$ cat src/rtl/mem_data_bridge_if.sv
// Valid/ready memory port for mem_data_bridge: separate read and write request/reply channels.
interface mem_data_bridge_if #(
    parameter int unsigned ADDR_WIDTH = 64,
    parameter int unsigned DATA_WIDTH = 64
);
    logic                    r_request_valid;
    logic                    r_request_ready;
    logic [ADDR_WIDTH-1:0]   raddr;

    logic                    r_reply_valid;
    logic                    r_reply_ready;
    logic [DATA_WIDTH-1:0]   rdata;
    logic [1:0]              rresp;

    logic                    w_request_valid;
    logic                    w_request_ready;
    logic [ADDR_WIDTH-1:0]   waddr;
    logic [DATA_WIDTH-1:0]   wdata;
    logic [DATA_WIDTH/8-1:0] wmask;

    logic                    w_reply_valid;
    logic                    w_reply_ready;
    logic [1:0]              bresp;

    modport master (
        output r_request_valid, raddr, r_reply_ready,
        output w_request_valid, waddr, wdata, wmask, w_reply_ready,
        input  r_request_ready, r_reply_valid, rdata, rresp,
        input  w_request_ready, w_reply_valid, bresp
    );

    modport slave (
        input  r_request_valid, raddr, r_reply_ready,
        input  w_request_valid, waddr, wdata, wmask, w_reply_ready,
        output r_request_ready, r_reply_valid, rdata, rresp,
        output w_request_ready, w_reply_valid, bresp
    );
endinterface

$ cat src/rtl/mem_data_bridge.sv
// Bridges a stall-style CPU data port onto a valid/ready memory interface, one access at a time.
module mem_data_bridge #(
    parameter int unsigned ADDR_WIDTH = 64,
    parameter int unsigned DATA_WIDTH = 64
) (
    input  logic                    clk,
    input  logic                    rst,
    input  logic                    cpu_req,
    input  logic                    cpu_we,
    input  logic [ADDR_WIDTH-1:0]   cpu_addr,
    input  logic [DATA_WIDTH-1:0]   cpu_wdata,
    input  logic [DATA_WIDTH/8-1:0] cpu_wmask,
    output logic                    cpu_stall,
    output logic                    cpu_done,
    output logic [DATA_WIDTH-1:0]   cpu_rdata,
    output logic                    cpu_err,
    mem_data_bridge_if.master       mem_ift
);

    localparam logic [1:0] RespOkay = 2'b00;

    typedef enum logic [2:0] {
        StIdle,
        StRreq,
        StRresp,
        StWreq,
        StWresp,
        StDone
    } state_e;

    state_e                  state_q, state_d;
    logic [ADDR_WIDTH-1:0]   addr_q;
    logic [DATA_WIDTH-1:0]   wdata_q;
    logic [DATA_WIDTH/8-1:0] wmask_q;
    logic [DATA_WIDTH-1:0]   rdata_q;
    logic                    err_q;

    logic latch_en;
    logic r_fire;
    logic w_fire;
    logic rq_valid;
    logic rr_ready;
    logic wq_valid;
    logic wr_ready;

    // Load/store direction is carried by the state itself, so cpu_we is not kept after IDLE.
    always_comb begin
        state_d  = state_q;
        latch_en = 1'b0;
        r_fire   = 1'b0;
        w_fire   = 1'b0;
        rq_valid = 1'b0;
        rr_ready = 1'b0;
        wq_valid = 1'b0;
        wr_ready = 1'b0;
        unique case (state_q)
            StIdle: begin
                if (cpu_req) begin
                    latch_en = 1'b1;
                    state_d  = cpu_we ? StWreq : StRreq;
                end
            end
            StRreq: begin
                rq_valid = 1'b1;
                if (mem_ift.r_request_ready) state_d = StRresp;
            end
            StRresp: begin
                rr_ready = 1'b1;
                if (mem_ift.r_reply_valid) begin
                    r_fire  = 1'b1;
                    state_d = StDone;
                end
            end
            StWreq: begin
                wq_valid = 1'b1;
                if (mem_ift.w_request_ready) state_d = StWresp;
            end
            StWresp: begin
                wr_ready = 1'b1;
                if (mem_ift.w_reply_valid) begin
                    w_fire  = 1'b1;
                    state_d = StDone;
                end
            end
            StDone: begin
                state_d = StIdle;
            end
            default: begin
                state_d = StIdle;
            end
        endcase
    end

    always_ff @(posedge clk) begin
        if (rst) begin
            state_q <= StIdle;
            addr_q  <= '0;
            wdata_q <= '0;
            wmask_q <= '0;
            rdata_q <= '0;
            err_q   <= 1'b0;
        end else begin
            state_q <= state_d;
            if (latch_en) begin
                addr_q  <= cpu_addr;
                wdata_q <= cpu_wdata;
                wmask_q <= cpu_wmask;
            end
            if (r_fire) begin
                rdata_q <= mem_ift.rdata;
                err_q   <= (mem_ift.rresp != RespOkay);
            end
            if (w_fire) begin
                err_q <= (mem_ift.bresp != RespOkay);
            end
        end
    end

    // Request fields come only from the latched copy so CPU-side changes cannot leak through.
    assign mem_ift.r_request_valid = rq_valid;
    assign mem_ift.raddr           = addr_q;
    assign mem_ift.r_reply_ready   = rr_ready;
    assign mem_ift.w_request_valid = wq_valid;
    assign mem_ift.waddr           = addr_q;
    assign mem_ift.wdata           = wdata_q;
    assign mem_ift.wmask           = wmask_q;
    assign mem_ift.w_reply_ready   = wr_ready;

    assign cpu_done  = (state_q == StDone);
    assign cpu_err   = cpu_done & err_q;
    assign cpu_rdata = rdata_q;
    assign cpu_stall = cpu_req & ~cpu_done;

endmodule

$ cat src/flat_wrapper.sv
// flat-port wrapper written by rule: the top's interface ports become plain ports
module mem_data_bridge_flat 
#(
    parameter int unsigned ADDR_WIDTH = 64,
    parameter int unsigned DATA_WIDTH = 64
)
  (clk, rst, cpu_req, cpu_we, cpu_addr, cpu_wdata, cpu_wmask, cpu_stall, cpu_done, cpu_rdata, cpu_err, mem_ift_r_request_valid, mem_ift_raddr, mem_ift_r_reply_ready, mem_ift_w_request_valid, mem_ift_waddr, mem_ift_wdata, mem_ift_wmask, mem_ift_w_reply_ready, mem_ift_r_request_ready, mem_ift_r_reply_valid, mem_ift_rdata, mem_ift_rresp, mem_ift_w_request_ready, mem_ift_w_reply_valid, mem_ift_bresp);
  mem_data_bridge_if #(.ADDR_WIDTH(ADDR_WIDTH), .DATA_WIDTH(DATA_WIDTH)) mem_ift_i ();
  input  logic clk;
  input  logic rst;
  input  logic cpu_req;
  input  logic cpu_we;
  input  logic [ADDR_WIDTH-1:0] cpu_addr;
  input  logic [DATA_WIDTH-1:0] cpu_wdata;
  input  logic [DATA_WIDTH/8-1:0] cpu_wmask;
  output logic cpu_stall;
  output logic cpu_done;
  output logic [DATA_WIDTH-1:0] cpu_rdata;
  output logic cpu_err;
  output wire logic [$bits(mem_ift_i.r_request_valid)-1:0] mem_ift_r_request_valid;
  output wire logic [$bits(mem_ift_i.raddr)-1:0] mem_ift_raddr;
  output wire logic [$bits(mem_ift_i.r_reply_ready)-1:0] mem_ift_r_reply_ready;
  output wire logic [$bits(mem_ift_i.w_request_valid)-1:0] mem_ift_w_request_valid;
  output wire logic [$bits(mem_ift_i.waddr)-1:0] mem_ift_waddr;
  output wire logic [$bits(mem_ift_i.wdata)-1:0] mem_ift_wdata;
  output wire logic [$bits(mem_ift_i.wmask)-1:0] mem_ift_wmask;
  output wire logic [$bits(mem_ift_i.w_reply_ready)-1:0] mem_ift_w_reply_ready;
  input wire logic [$bits(mem_ift_i.r_request_ready)-1:0] mem_ift_r_request_ready;
  input wire logic [$bits(mem_ift_i.r_reply_valid)-1:0] mem_ift_r_reply_valid;
  input wire logic [$bits(mem_ift_i.rdata)-1:0] mem_ift_rdata;
  input wire logic [$bits(mem_ift_i.rresp)-1:0] mem_ift_rresp;
  input wire logic [$bits(mem_ift_i.w_request_ready)-1:0] mem_ift_w_request_ready;
  input wire logic [$bits(mem_ift_i.w_reply_valid)-1:0] mem_ift_w_reply_valid;
  input wire logic [$bits(mem_ift_i.bresp)-1:0] mem_ift_bresp;
  assign mem_ift_r_request_valid = mem_ift_i.r_request_valid;
  assign mem_ift_raddr = mem_ift_i.raddr;
  assign mem_ift_r_reply_ready = mem_ift_i.r_reply_ready;
  assign mem_ift_w_request_valid = mem_ift_i.w_request_valid;
  assign mem_ift_waddr = mem_ift_i.waddr;
  assign mem_ift_wdata = mem_ift_i.wdata;
  assign mem_ift_wmask = mem_ift_i.wmask;
  assign mem_ift_w_reply_ready = mem_ift_i.w_reply_ready;
  assign mem_ift_i.r_request_ready = mem_ift_r_request_ready;
  assign mem_ift_i.r_reply_valid = mem_ift_r_reply_valid;
  assign mem_ift_i.rdata = mem_ift_rdata;
  assign mem_ift_i.rresp = mem_ift_rresp;
  assign mem_ift_i.w_request_ready = mem_ift_w_request_ready;
  assign mem_ift_i.w_reply_valid = mem_ift_w_reply_valid;
  assign mem_ift_i.bresp = mem_ift_bresp;
  mem_data_bridge #(.ADDR_WIDTH(ADDR_WIDTH), .DATA_WIDTH(DATA_WIDTH)) u_core (.clk(clk), .rst(rst), .cpu_req(cpu_req), .cpu_we(cpu_we), .cpu_addr(cpu_addr), .cpu_wdata(cpu_wdata), .cpu_wmask(cpu_wmask), .cpu_stall(cpu_stall), .cpu_done(cpu_done), .cpu_rdata(cpu_rdata), .cpu_err(cpu_err), .mem_ift(mem_ift_i));
endmodule
$ cat config.mk
export PLATFORM = sky130hd
export DESIGN_NAME = mem_data_bridge_flat
export DESIGN_NICKNAME = d
export VERILOG_FILES = /design/src/rtl/mem_data_bridge_if.sv /design/src/rtl/mem_data_bridge.sv /design/src/flat_wrapper.sv
export SDC_FILE = /design/constraint.sdc
export NUM_CORES = 1
export LEC_CHECK = 0
export CAP_MARGIN = 15
export CORE_AREA = 2 2 186 188
export DETAILED_ROUTE_END_ITERATION = 7
export DIE_AREA = 0 0 188 190
export SYNTH_ARGS = -nofsm -noshare
export SYNTH_HDL_FRONTEND = slang
export SYNTH_SLANG_ARGS = --single-unit
$ cat constraint.sdc
create_clock -name clk -period 1.5 [get_ports clk]
set_input_delay 0.45 -clock clk [delete_from_list [all_inputs] [get_ports clk]]
set_output_delay 0.45 -clock clk [all_outputs]
set_load 0.03 [all_outputs]
==> summary.md, run 1 <==
| Metric | Value |
|---|---|
| Die Wd | between 150 and 200 um |
| Reg2reg path depth | 10 |
| Unrepaired setup endpoints after global routing | true |
| Commonest register cell after synthesis | dfxtp_1 |
| Clk Latency, worst-skew pair | 0.52 ns |
| Yosys top cell by area | dfxtp_1 |
| Drt drc | 0 |
| Antenna-violating nets left | 0 |
| Worst-Margin Slew | about 0.42 ns |
| Sw Share | roughly a third |
| Initial antenna violation count | 2 |
| Comb pwr share | approximately a third |
| Worst-path fanout max | 3 |
| Via count | 8495 |
| Hold path depth | 2 |
| Crit path DAT | around 1.5 ns |
| Worst EP required | 1.05 ns |
| Clk pwr share | around 32% |
| Async S/R FF share, synth | 0% |
| RD Place Congestion | slightly above 0.8 |
| Share of cells above drive strength 1 | roughly 61% |
| Worst hold start | rst |
| Hold Crit Endpoint | u_core.cpu_rdata[33] |
| Vias in the first global route | between 8000 and 9000 |
| Area growth from synthesis to layout | 126.9% |
| H-tree levels | 1 |
| Design Power | around 19000 uW |
| Overflow after GRT | 0 |
| Status | finished, violations left |
| Worst setup path class | flop to output port |
| Pwr per Cell Area | between 1000 and 1500 nW/um^2 |
| P_sw | 6139 uW |
| Initial DRC count | between 200 and 300 |
| Reg2reg setup slack | -0.37 ns |
| Clk buf depth | 3 |
| Mean Syn Cell Area | 7.908 um^2 |
| RR Startpoint | u_core.state_q[2] |
| Yosys top cell area share | between 50% and 60% |
| Worst VDD drop | 1.096 mV |
| CTS root buf | clkbuf_16 |
| Post-synth cell types | 29 |
| Cell Area, Synth | roughly 7700 um^2 |
| Post-DP HPWL | 22180 um |
| Hold Path Class | input port to flop |
| FMAX | roughly 0.50 GHz |
| Core area | between 30000 and 40000 um^2 |
| Hold WS | ~0.23 ns |
| Syn_nets | between 1000 and 1500 |
| Die area | 35720 um^2 |
| Max Cap Viol | 0 |
| Io pins | ~480 |
| Tmin final | a little under 2 ns |
| Via density per instance | roughly 4.4 |
| Final worst-path cycle share | 132.6% |
| Int Pwr | between 10000 and 15000 uW |
| Slew Viols, Final | 0 |
| Max Clock Skew | roughly 0.015 ns |
| WL final | 34280 um |
| Global Route Usage Sum | 17.23% |
| CP Launch Type | flop |
| Normalized max-slew margin | just over 70% |
| Port Buf Inserts | between 400 and 500 |
| Number of flops mapped to enable cells by yosys | 0 |
| YS warnings | 0 |
| P_leak | 0.007061 uW |
| Nets | 1678 |
| Synth top area cells | dfxtp_1 (53%), nand2_1 (20%), a21oi_1 (13%), buf_4 (6.8%), buf_2 (1.9%) |
| Worst Slack Setup Final | -0.4886 ns |
| CTS tree | yes |
| Failing checks | setup timing |
| Starting Density | 22.60% |
| Clock sinks | 204 |
| Worst Setup End Kind | output port |
| Sequential-to-total area share from yosys stat | between 50% and 60% |
| First-pass GRT wire length | about 48000 um |
| Die height | around 190 um |
| CTS clk-pin slew, worst paths | about 0.060 ns |
| Worst r2r dst | u_core.mem_ift.raddr[7] |
| Core Rows | 68 |
| Synthesized instance count | 970 |
| # setup viols final | about 220 |
| Seq pwr share | about a third |
| Endpoints failing hold | 0 |
| Wire per inst | 17.69 um |
| First-pass detailed-route iteration total | 4 |
| #FFs+latches synth | ~200 |
| Largest net degree at the start of global routing | 64 |
| Clock buffer count from CTS | 24 |
[cell type report]
type	count	area, um^2
Fill cell	2890	16540
Timing Repair Buffer	605	7387
Sequential cell	204	4365
Multi-Input combinational cell	630	4237
Clock buffer	33	715.7
Tap cell	455	569.3
Clock inverter	9	123.9
Inverter	1	6.256
Antenna cell	1	2.502
[flip-flops by register name, summed over array words and instances (netlist names)]
register              count
u_core.cpu_rdata         64
u_core.mem_ift.raddr     64
u_core.mem_ift.wdata     64
u_core.mem_ift.wmask      8
u_core.state_q            3
u_core.err_q              1
[kinds of logic (layout without fill, tap and decap cells)]
group | Yosys count | in the layout | synth area share [%]
AO/OA/AOI/OAI | 207 | 207 | 13.72
buffers and inverters | 136 | 648 | 11.09
flip-flops | 204 | 204 | 53.24
multiplexers | 3 | 3 | 0.4078
other | 0 | 1 | 0
AND/OR/NAND/NOR | 420 | 420 | 21.55
[cells in the mapped netlist (all sizes together) (2+ instances only)]
cell type  count
nand2        400
dfxtp        204
a21oi        200
buf          104
clkbuf        31
nor3b          5
a31oi          2
mux2i          2
nand4bb        2
nor2           2
nor2b          2
[placed cells by master, fill, tap and decap left out, types with 2 or more instances in the layout]
cell             synthesis  layout
nand2_2                  0      46
nor2_1                   2       2
mux2i_1                  2       2
clkinv_2                 0       5
clkbuf_1                31       2
clkbuf_8                 0       6
buf_8                    0       5
buf_12                   0      93
bufinv_16                0       3
a21oi_2                  0     155
nand2_4                  0      93
a21oi_1                200      45
buf_4                   69      65
buf_6                    6     216
clkbuf_16                0      30
dfxtp_1                204      39
nor3b_4                  0       4
buf_16                   0      11
dfxtp_2                  0     135
a31oi_1                  2       2
clkdlybuf4s50_1          0     210
dfxtp_4                  0      30
nand2_1                400     261
[worst max-delay path: stages, from the launching register on]
cell and delay, ns:
dfxtp_2 0.33, buf_6 0.10, inv_4 0.03, nor3b_4 0.23, and2_4 0.20, buf_12 0.12
[repair_timing]
action                                 4_1_cts  5_1_grt
resized for setup                         1186      511
pin swaps                                   91      113
cloned                                      14        5
buffers inserted                            28       17
endpoints found under the hold margin        0        0
setup endpoints to repair                  430      420
hold buffers                                 0        0
[stage by stage]
| step | std cells | worst slack [ns] | cell area [um^2] | utilization, % | TNS, ns |
|---|---|---|---|---|---|
| 2_1_floorplan | 970 | -0.1368 | 7734 | - | -2.659 |
| 3_3_place_gp | 1844 | -0.5751 | 13530 | 39.86 | -95.38 |
| 3_5_place_dp | 1844 | -0.6105 | 13530 | 39.86 | -98.30 |
| 4_1_cts | 1924 | -0.5376 | 15710 | 46.27 | -52.22 |
| 5_1_grt | 1937 | -0.5738 | 17400 | 51.27 | -69.69 |
| 6_report | 1938 | -0.4886 | 17410 | 51.28 | -53.31 |
[layer usage]
layer,wire length [um],global-route usage (%),vias to the layer above,part of all wire [%]
met3,3067,6.272,49,8.9
met5,13,0,-,0.038
li1,-,-,4070,-
met2,17750,30.91,350,52
met1,12790,19.07,4024,37
met4,657,4.906,2,1.9
[power by group through the flow]
stage	Clock, uW	Sequential, uW	Combinational [uW]
6_report	6220	6350	6650
5_1_grt	6670	6400	6970
4_1_cts	6410	6280	5930
3_5_place_dp	0	6310	4940
3_3_place_gp	0	6300	4910
2_1_floorplan	0	7040	1720
[worst max-delay path by stage]
stage | startpoint | to | slack (ns)
floorplan | u_core.state_q[0] | cpu_err | -0.14
global placement | cpu_req | u_core.mem_ift.raddr[9] | -0.58
detailed placement | cpu_req | u_core.mem_ift.wdata[38] | -0.61
CTS | u_core.state_q[2] | cpu_err | -0.54
global route | u_core.state_q[2] | cpu_err | -0.57
finish | u_core.state_q[2] | cpu_err | -0.49
Power figures use the tool's default switching activity.
==> run 2, diff against run 1 <==
--- a/config.mk
+++ b/config.mk
@@ -5,10 +5,10 @@
 export SDC_FILE = /design/constraint.sdc
 export NUM_CORES = 1
 export LEC_CHECK = 0
-export CAP_MARGIN = 15
 export CORE_AREA = 2 2 186 188
 export DETAILED_ROUTE_END_ITERATION = 7
 export DIE_AREA = 0 0 188 190
+export SKIP_LAST_GASP = 1
 export SYNTH_ARGS = -nofsm -noshare
 export SYNTH_HDL_FRONTEND = slang
 export SYNTH_SLANG_ARGS = --single-unit
==> run 2 against run 1 <==
Compared with the run above:
- the run still ends with setup timing left
- critical path depth did not move
- sequential share of layout area down 0.11 points
- final area rose by 0.45%
- routed wire length up 1.2%
- global-route usage hardly changed
- largest cell class unchanged
- clock power hardly changed
- die area unchanged
- total power is 0.30% higher
- clock skew grew 0.0021 ns
==> summary.md, run 2 (synthesis gave the netlist of run 1 again) <==
| Metric | Value |
|---|---|
| P_leak | 0.007095 uW (was 0.007061 uW) |
| Worst-Margin Slew | 0.4228 ns (was 0.4189 ns) |
| Initial DRC count | 341 (was 260) |
| Worst setup path class | flop to output port (unchanged) |
| Reg2reg path depth | 10 (unchanged) |
| Slew Viols, Final | 0 (unchanged) |
| Share of cells above drive strength 1 | 60.86% (was 61.27%) |
| Worst-path fanout max | 3 (unchanged) |
| Via density per instance | 4.363 (was 4.383) |
| Clk Latency, worst-skew pair | 0.52 ns (about the same) |
| Core area | 33950 um^2 (unchanged) |
| FMAX | 0.5037 GHz (was 0.5029 GHz) |
| Pwr per Cell Area | 1102 nW/um^2 (was 1104 nW/um^2) |
| Die area | 35720 um^2 (unchanged) |
| CTS root buf | clkbuf_16 (unchanged) |
| Die height | 190 um (unchanged) |
| Worst Setup End Kind | output port (unchanged) |
| Endpoints failing hold | 0 (unchanged) |
| Unrepaired setup endpoints after global routing | true (unchanged) |
| First-pass GRT wire length | 48030 um (was 48070 um) |
| Design Power | 19280 uW (was 19220 uW) |
| Antenna-violating nets left | 0 (unchanged) |
| Final worst-path cycle share | 132.4% (was 132.6%) |
| Io pins | 483 (unchanged) |
| Worst Slack Setup Final | -0.4855 ns (was -0.4886 ns) |
| Slowest CP cell | dfxtp_2 (unchanged) |
| Worst r2r dst | u_core.mem_ift.raddr[7] (unchanged) |
| Max Clock Skew | 0.01709 ns (was 0.01497 ns) |
| H-tree levels | 1 (unchanged) |
| Drt drc | 0 (unchanged) |
| Nets | 1688 (was 1678) |
| # setup viols final | 217 (was 216) |
| Worst EP required | 1.05 ns (about the same) |
| Worst VDD drop | 1.094 mV (was 1.096 mV) |
| CTS clk-pin slew, worst paths | 0.06 ns (about the same) |
| Crit path DAT | 1.54 ns (about the same) |
| Port Buf Inserts | 482 (unchanged) |
| Clock buffer count from CTS | 24 (unchanged) |
| CTS tree | yes (unchanged) |
| Global Route Usage Sum | 17.21% (was 17.23%) |
| Wire per inst | 17.80 um (was 17.69 um) |
| Clk buf depth | 3 (unchanged) |
| Stages on worst setup path | 5 (unchanged) |
| First-pass detailed-route iteration total | 4 (unchanged) |
| Vias in the first global route | 8256 (was 8245) |
| CP top delay family | simple AND/OR/NAND/NOR gates (unchanged) |
| Largest net degree at the start of global routing | 64 (unchanged) |
| Buf/Inv on CP | 3 (unchanged) |
| Core Rows | 68 (unchanged) |
| Cell Chain, Critical Path | buf_6, inv_4, nor3b_4, and2_4, buf_12 (unchanged) |
| WL final | 34680 um (was 34280 um) |
| Reg2reg setup slack | -0.37 ns (about the same) |
| Hold buffer count at CTS | 0 (unchanged) |
| RD Place Congestion | 0.8052 (unchanged) |
| Post-DP HPWL | 22180 um (unchanged) |
| Failing checks | setup timing (unchanged) |
| Overflow after GRT | 0 (unchanged) |
| RR Startpoint | u_core.state_q[2] (unchanged) |
| Largest stage delay on the critical path | 0.33 ns (about the same) |
| CP startpoint | u_core.state_q[2] (unchanged) |
| Tmin final | 1.986 ns (was 1.989 ns) |
| CP Launch Type | flop (unchanged) |
| Starting Density | 22.60% (unchanged) |
| Setup Slack @ Placement | -0.6105 ns (unchanged) |
| Via count | 8499 (was 8495) |
| Clock sinks | 204 (unchanged) |
| Max Cap Viol | 0 (unchanged) |
| Die Wd | 188 um (unchanged) |
| Normalized max-slew margin | 71.81% (was 72.07%) |
| Area growth from synthesis to layout | 127.9% (was 126.9%) |
| Commonest non-fill, non-tap cell in the layout | nand2_1 (unchanged) |
| Status | finished, violations left (unchanged) |
| Initial antenna violation count | 2 (unchanged) |
| Hold Path Class | input port to flop (unchanged) |
| Worst Setup EP | cpu_err (unchanged) |
| Most frequent cells in the layout | nand2_1 (268), buf_6 (218), clkdlybuf4s50_1 (210) (was nand2_1 (261), buf_6 (216), clkdlybuf4s50_1 (210)) |
run 2: cell types whose count changed in the layout (fill, tap and decap cells not counted), sizes merged:
| cell | change |
|---|---|
| buf | +9 |
| clkbuf | +1 |
run 2: how the worst min path moves through the flow:
stage	endpoint	cells after the start	slack (ns)	startpoint
after detailed placement	u_core.mem_ift.wdata[44]	2	0.44	u_core.mem_ift.wdata[44]
final	u_core.cpu_rdata[33]	2	0.23	rst
after CTS	u_core.state_q[0]	2	0.20	rst
after global routing	u_core.cpu_rdata[33]	2	0.22	rst
after floorplan	u_core.err_q	2	0.53	u_core.err_q
after global placement	u_core.mem_ift.wdata[44]	2	0.44	u_core.mem_ift.wdata[44]
run 2: cell type report:
class	count	area, um^2
Timing Repair Buffer	615	7515
Sequential cell	204	4367
Multi-Input combinational cell	630	4187
Inverter	1	6.256
Antenna cell	1	2.502
Tap cell	455	569.3
Clock inverter	9	123.9
Clock buffer	33	715.7
Fill cell	2877	16460
run 2: through the flow:
stage               hold WS [ns]  util, %  instance area (um^2)  setup TNS (ns)  cells
floorplan                 0.5341        -                  7734          -2.659    970
finish                    0.2302    51.51                 17490          -54.95   1948
CTS                       0.1981    46.19                 15680          -54.18   1924
global placement          0.4381    39.86                 13530          -95.38   1844
detailed placement        0.4423    39.86                 13530          -98.30   1844
global route              0.2169    51.50                 17480          -70.68   1947
run 2: metal layers:
metal	GRT usage, %	wire, um	vias up
li1	-	-	4086
met1	19.00	12920	4010
met2	30.91	17930	348
met3	6.290	3044	53
met4	4.967	779	2
met5	0	13	-
run 2: what timing repair did:
item | in CTS | in global routing
setup buffers | 28 | 28
cloned | 14 | 6
pin swaps | 68 | 120
setup endpoints to repair | 430 | 420
gates resized for setup | 1172 | 516
run 2: where the power goes:
| group | total, uW | leakage (uW) | switching [uW] | internal (uW) |
|---|---|---|---|---|
| sequential | 6350 | 0.00175 | 427 | 5920 |
| combinational | 6690 | 0.00493 | 3330 | 3360 |
| clock | 6240 | 0.000420 | 2400 | 3830 |
run 2: worst register-to-register path, delay by kind of cell, from the launching register on:
family | cells | cell delay, ns
buffers and inverters | 7 | 1.00
AND/OR/NAND/NOR | 2 | 0.34
flip-flops | 1 | 0.32
AO/OA/AOI/OAI | 1 | 0.13
